[src/rtl/alu_result_serializer.sv]
`default_nettype none
// +----------------------------------------------------------------------------+
// | Module      : alu_result_serializer                                        |
// | Description : Captures registered ALU results (data + carry) and emits     |
// |               each one as a frame of OUT_WIDTH-bit beats, MS beat first,   |
// |               on a valid/ready stream. One result in flight plus one       |
// |               pending slot; a third result while both are held is dropped  |
// |               and raises the sticky overrun flag.                          |
// |               Optional macro ALU_SER_CARRY_BYTE_EN appends a status beat   |
// |               {zeros, carry} to every frame.                               |
// | Revision    : 1.0 - initial release                                        |
// +----------------------------------------------------------------------------+
module alu_result_serializer #(
  parameter int DATA_WIDTH = 16,  // must be an integer multiple of OUT_WIDTH
  parameter int OUT_WIDTH  = 8
) (
  input  logic                  clk,
  input  logic                  sync_rst,
  input  logic [DATA_WIDTH-1:0] res_data,
  input  logic                  res_carry,
  input  logic                  res_valid,
  output logic [OUT_WIDTH-1:0]  out_data,
  output logic                  out_valid,
  input  logic                  out_ready,
  output logic                  busy,
  output logic                  overrun
);

  localparam int NUM_BEATS = DATA_WIDTH / OUT_WIDTH;
`ifdef ALU_SER_CARRY_BYTE_EN
  localparam int TOTAL_BEATS = NUM_BEATS + 1;
`else
  localparam int TOTAL_BEATS = NUM_BEATS;
`endif
  // The status beat is always held below the data so the carry is captured
  // either way; without the macro the frame simply ends before reaching it.
  localparam int SHIFT_W = DATA_WIDTH + OUT_WIDTH;
  localparam int CNT_W   = $clog2(TOTAL_BEATS + 1);

  typedef enum logic [0:0] {
    IDLE = 1'b0,
    SEND = 1'b1
  } state_t;

  state_t              state, state_nxt;
  logic [SHIFT_W-1:0]  shift_reg;
  logic [CNT_W-1:0]    beat_cnt;
  logic [DATA_WIDTH-1:0] pend_data;
  logic                pend_carry;
  logic                pend_full;
  logic                overrun_q;

  logic accept, last_accept;
  logic load_new, load_pend, capture_pend, release_pend, shift_en, set_overrun;

  function automatic logic [SHIFT_W-1:0] make_frame(input logic [DATA_WIDTH-1:0] d,
                                                    input logic c);
    return {d, {(OUT_WIDTH-1){1'b0}}, c};
  endfunction

  assign out_valid   = (state == SEND);
  assign accept      = out_valid && out_ready;
  assign last_accept = accept && (beat_cnt == CNT_W'(1));
  // Gate the beat so nothing leaks to the output (e.g. carry) while idle.
  assign out_data    = out_valid ? shift_reg[SHIFT_W-1 -: OUT_WIDTH] : '0;
  assign busy        = (state == SEND) || pend_full;
  assign overrun     = overrun_q;

  // FSM state register.
  always_ff @(posedge clk) begin
    if (sync_rst) state <= IDLE;
    else          state <= state_nxt;
  end

  // Next-state and datapath control decode.
  always_comb begin
    state_nxt    = state;
    load_new     = 1'b0;
    load_pend    = 1'b0;
    capture_pend = 1'b0;
    release_pend = 1'b0;
    shift_en     = 1'b0;
    set_overrun  = 1'b0;
    case (state)
      IDLE: begin
        if (res_valid) begin
          load_new  = 1'b1;
          state_nxt = SEND;
        end
      end
      SEND: begin
        if (last_accept) begin
          // Frame completes: chain the next result with no bubble if any.
          if (pend_full) begin
            load_pend = 1'b1;
            if (res_valid) capture_pend = 1'b1;
            else           release_pend = 1'b1;
          end else if (res_valid) begin
            load_new = 1'b1;
          end else begin
            state_nxt = IDLE;
          end
        end else begin
          shift_en = accept;
          if (res_valid) begin
            if (pend_full) set_overrun  = 1'b1;  // keep the older result
            else           capture_pend = 1'b1;
          end
        end
      end
      default: state_nxt = IDLE;
    endcase
  end

  // Shift register and beat counter.
  always_ff @(posedge clk) begin
    if (sync_rst) begin
      shift_reg <= '0;
      beat_cnt  <= '0;
    end else if (load_new) begin
      shift_reg <= make_frame(res_data, res_carry);
      beat_cnt  <= CNT_W'(TOTAL_BEATS);
    end else if (load_pend) begin
      shift_reg <= make_frame(pend_data, pend_carry);
      beat_cnt  <= CNT_W'(TOTAL_BEATS);
    end else if (shift_en) begin
      shift_reg <= {shift_reg[SHIFT_W-OUT_WIDTH-1:0], {OUT_WIDTH{1'b0}}};
      beat_cnt  <= beat_cnt - CNT_W'(1);
    end
  end

  // Pending slot and sticky overrun flag.
  always_ff @(posedge clk) begin
    if (sync_rst) begin
      pend_data  <= '0;
      pend_carry <= 1'b0;
      pend_full  <= 1'b0;
      overrun_q  <= 1'b0;
    end else begin
      if (capture_pend) begin
        pend_data  <= res_data;
        pend_carry <= res_carry;
        pend_full  <= 1'b1;
      end else if (release_pend) begin
        pend_full  <= 1'b0;
      end
      if (set_overrun) overrun_q <= 1'b1;
    end
  end

endmodule
`default_nettype wire

[config.mk]
export PLATFORM = sky130hd
export DESIGN_NAME = alu_result_serializer
export DESIGN_NICKNAME = d
export VERILOG_FILES = /design/src/rtl/alu_result_serializer.sv
export SDC_FILE = /design/constraint.sdc
export NUM_CORES = 1
export LEC_CHECK = 0
export ABC_AREA = 1
export BUFFER_PORTS_ARGS = -buffer_cell sky130_fd_sc_hd__buf_4
export CAP_MARGIN = 20
export CORE_ASPECT_RATIO = 0.75
export CORE_MARGIN = 8
export CORE_UTILIZATION = 40
export DETAILED_ROUTE_END_ITERATION = 7
export PLACE_DENSITY = 0.7
export SLEW_MARGIN = 20
export SYNTH_ARGS = -nofsm -noshare
export SYNTH_HDL_FRONTEND = slang
export SYNTH_SLANG_ARGS = --single-unit
[constraint.sdc]
create_clock -name clk -period 2.1 [get_ports clk]
set_clock_uncertainty 0.05 [all_clocks]
set_input_delay 0 -clock clk [delete_from_list [all_inputs] [get_ports clk]]
set_output_delay 0 -clock clk [all_outputs]
set_load 0.02 [all_outputs]
==> impl_results.md <==
- Pre-CTS setup slack: 0.414 ns
- Cell with the largest stage delay on the worst path: dlygate4sd3_1
- Synthesis-stage register bit count: 39
- Number of remaining DRC errors: 0
- Avg WL per Cell: 11.1 um
- CORE AREA: 0.00490 sq mm
- Die width: 98.4 um
- Critical path capture point type: flop
- Final setup TNS: 0 ns
- Floorplan die area: 0.00765 sq mm
- Synthesized Nets: 347
- Portion of synthesized cell area occupied by the leading cell type: 0.384
- Number of buffers on the longest clock path: 2
- Number of hold-slack violations in the final timing report: 0
- Initial antenna violation count: 0
- Worst IR drop on VDD: 0.393 mV
- Maximum clock frequency: 576 MHz
- Later-pin clock latency in the skew report: 0.30 ns
- Via density: 4.65
- Number of detailed-routing iterations run before antenna repair: 4
- Type of the worst setup path: reg2reg
- Antenna cell count: 0
- Worst hold path type: in2reg
- Capture point of the critical path: out_valid$_SDFF_PP0_
- Start point of the critical path: out_valid$_SDFF_PP0_
- TritonCTS clock tree: yes
- Warnings from Yosys: 0
- Power per cell area: 672 mW/mm^2
- Main area contributors after synthesis: dfxtp_1 38%, nand2_1 20%, inv_1 9.2%
- PnR worst setup slack: 0.363 ns
- WP data arrival: 1.88 ns
- Routability-driven placement congestion ratio: 0.750
- Number of flip-flops in the largest register: 17
- Endpoint required time on the critical path: 2.24 ns
- Pin count of the biggest net entering global routing: 36
- CTS clk-pin slew, worst paths: 0.08 ns
- Origin of the critical flop-to-flop path: out_valid$_SDFF_PP0_
- Die height: 77.8 um
- Share of post-route cells with drive strength above 1: 0.144
- Most frequent cells in the layout: 111 x nand2_1, 50 x inv_1, 40 x nor2_1
- Sequential cell area fraction in the yosys report: 0.384
- Final wirelength: 4.80 mm
- Number of instances in the synthesized netlist: 325
- Least-Margin Pin Slew: 0.687 ns
- Num CTS Buffers: 5
- Count of pins over their slew limit: 0
- Congestion Overflow GR: 0
- Most used cell along the critical path: nand2_1
- Syn-to-layout area delta: 27.5%
- Number of violations of the max-capacitance limit: 0
- Kind of launch point of the worst setup path: flop
- HPWL Detailed: 3.22 mm
- Post-synthesis instance area: 0.00204 sq mm
- FP Rows: 22
- Most common cell after layout, fill and taps aside: nand2_1
- Average cell area after synthesis: 6.26 sq um
- Antenna viol nets, final: 0
- DRC marker count from the first detailed-route iteration: 132
- Number of global-route vias before repair: 1,885
- Overall routing resource usage: 0.135
- Critical Path Max Stage Delay: 0.54 ns
- Cell taking the most area after synthesis: dfxtp_1
- Port Buffers: 31
- IO Pins: 32
- RSZ-0062 raised after global routing: false
- Register-to-register path setup slack: 0.36 ns
- H-tree depth: 2
- CTS Root Cell: clkbuf_8
- Number of vias after detailed routing: 2,018
- Number of nets in the finished design: 395
- Starting density of the core: 0.415
- Sink Count: 39
- Post-CTS sizing: 0
- Crit path cell chain: nand2_1, nor2_2, nand2_2, nand2_1, a21oi_1, dlygate4sd3_1
- Count of different cell masters after synthesis: 23
- Min Clock Period, post-route: 1.74 ns
- Share of the clock period used by the worst path after layout: 0.827
- Reg2reg path depth: 6
- Smallest hold slack: 0.0838 ns
- First-pass GRT wire length: 8.58 mm
- Crit Path Max Fanout: 10
- Run status: completed
- Rel. slew slack: 0.541
- Final setup violating endpoints: 0
- FF-to-FF End: out_valid$_SDFF_PP0_
- Static power due to leakage: 1.33 nW
## cells by family (layout without fill, tap and decap cells)
group | count (synthesis) | count (layout) | share of synthesized area
and+or+nand+nor | 179 | 179 | 0.370
xor gates and xnor gates | 1 | 1 | 0.00430
buffers and inverters | 68 | 117 | 0.144
adders and majority gates | 1 | 1 | 0.00615
AOI/OAI and AO/OA | 37 | 37 | 0.0916
DFF | 39 | 39 | 0.384
## power by group
| part | switching (mW) | internal (mW) | total (mW) |
|---|---|---|---|
| Combinational | 0.192 | 0.153 | 0.346 |
| Clock | 0.269 | 0.300 | 0.569 |
| Sequential | 0.0330 | 0.798 | 0.831 |
## cell usage after synthesis
library cell and count:
xnor2_1 1, dfxtp_1 39, buf_4 3, nand3_1 10, o21ai_1 12, nand3_4 1
inv_1 50, buf_2 4, nand4_1 10, clkbuf_1 5, nand3_2 1, a31oi_1 1
ha_1 1, nand2_1 111, a21oi_1 19, buf_6 3, nor3_1 1, nor2_2 1
o21ai_0 5, nand2_2 2, nor2_4 2, nor2_1 40, inv_2 3
## through the flow
step / area [sq um] / power (mW) / utilization / instances
after floorplan: 2040 / 1.07 / - / 325
after global placement: 2310 / 1.16 / 0.471 / 407
after detailed placement: 2310 / 1.17 / 0.471 / 407
after CTS: 2600 / 1.76 / 0.530 / 434
after global routing: 2600 / 1.85 / 0.530 / 434
final: 2600 / 1.75 / 0.530 / 434
## layer usage
metal / share of wire / track usage
met3: 0.050 / 0.0490
met2: 0.44 / 0.222
met5: 0 / 0
met4: 0.011 / 0.0336
met1: 0.49 / 0.163
## critical path: cells and delay by family (launching register included)
family / cells / cell delay, ns
buffers and inverters: 1 / 0.54
DFF: 1 / 0.51
and+or+nand+nor: 4 / 0.46
AOI/OAI and AO/OA: 1 / 0.06
## worst min-delay path by stage
stage                          from                      to  slack [ns]  cells after the start
after floorplan            sync_rst    out_valid$_SDFF_PP0_        0.02                      1
after global placement     sync_rst    out_valid$_SDFF_PP0_        0.16                      2
after detailed placement   sync_rst  pend_full$_SDFFE_PP0P_        0.16                      2
after CTS                 out_ready    overrun$_SDFFE_PP0P_        0.06                      4
after global routing      out_ready    overrun$_SDFFE_PP0P_        0.13                      4
final                     out_ready    overrun$_SDFFE_PP0P_        0.08                      4
## what timing repair did
item / 4_1_cts / 5_1_grt
hold buffers: 19 / 0
hold endpoints to repair: 37 / 0
buffers inserted: 0 / 0
## area by class of cell
class | instances | area (sq um)
fillers | 493 | 2300
clock buffers | 8 | 100
repair buffers | 56 | 480
flip-flops and latches | 39 | 781
inverters | 53 | 199
well taps | 60 | 75.1
multi-input cells | 218 | 961
No activity file was read; power rests on OpenSTA's default activity.
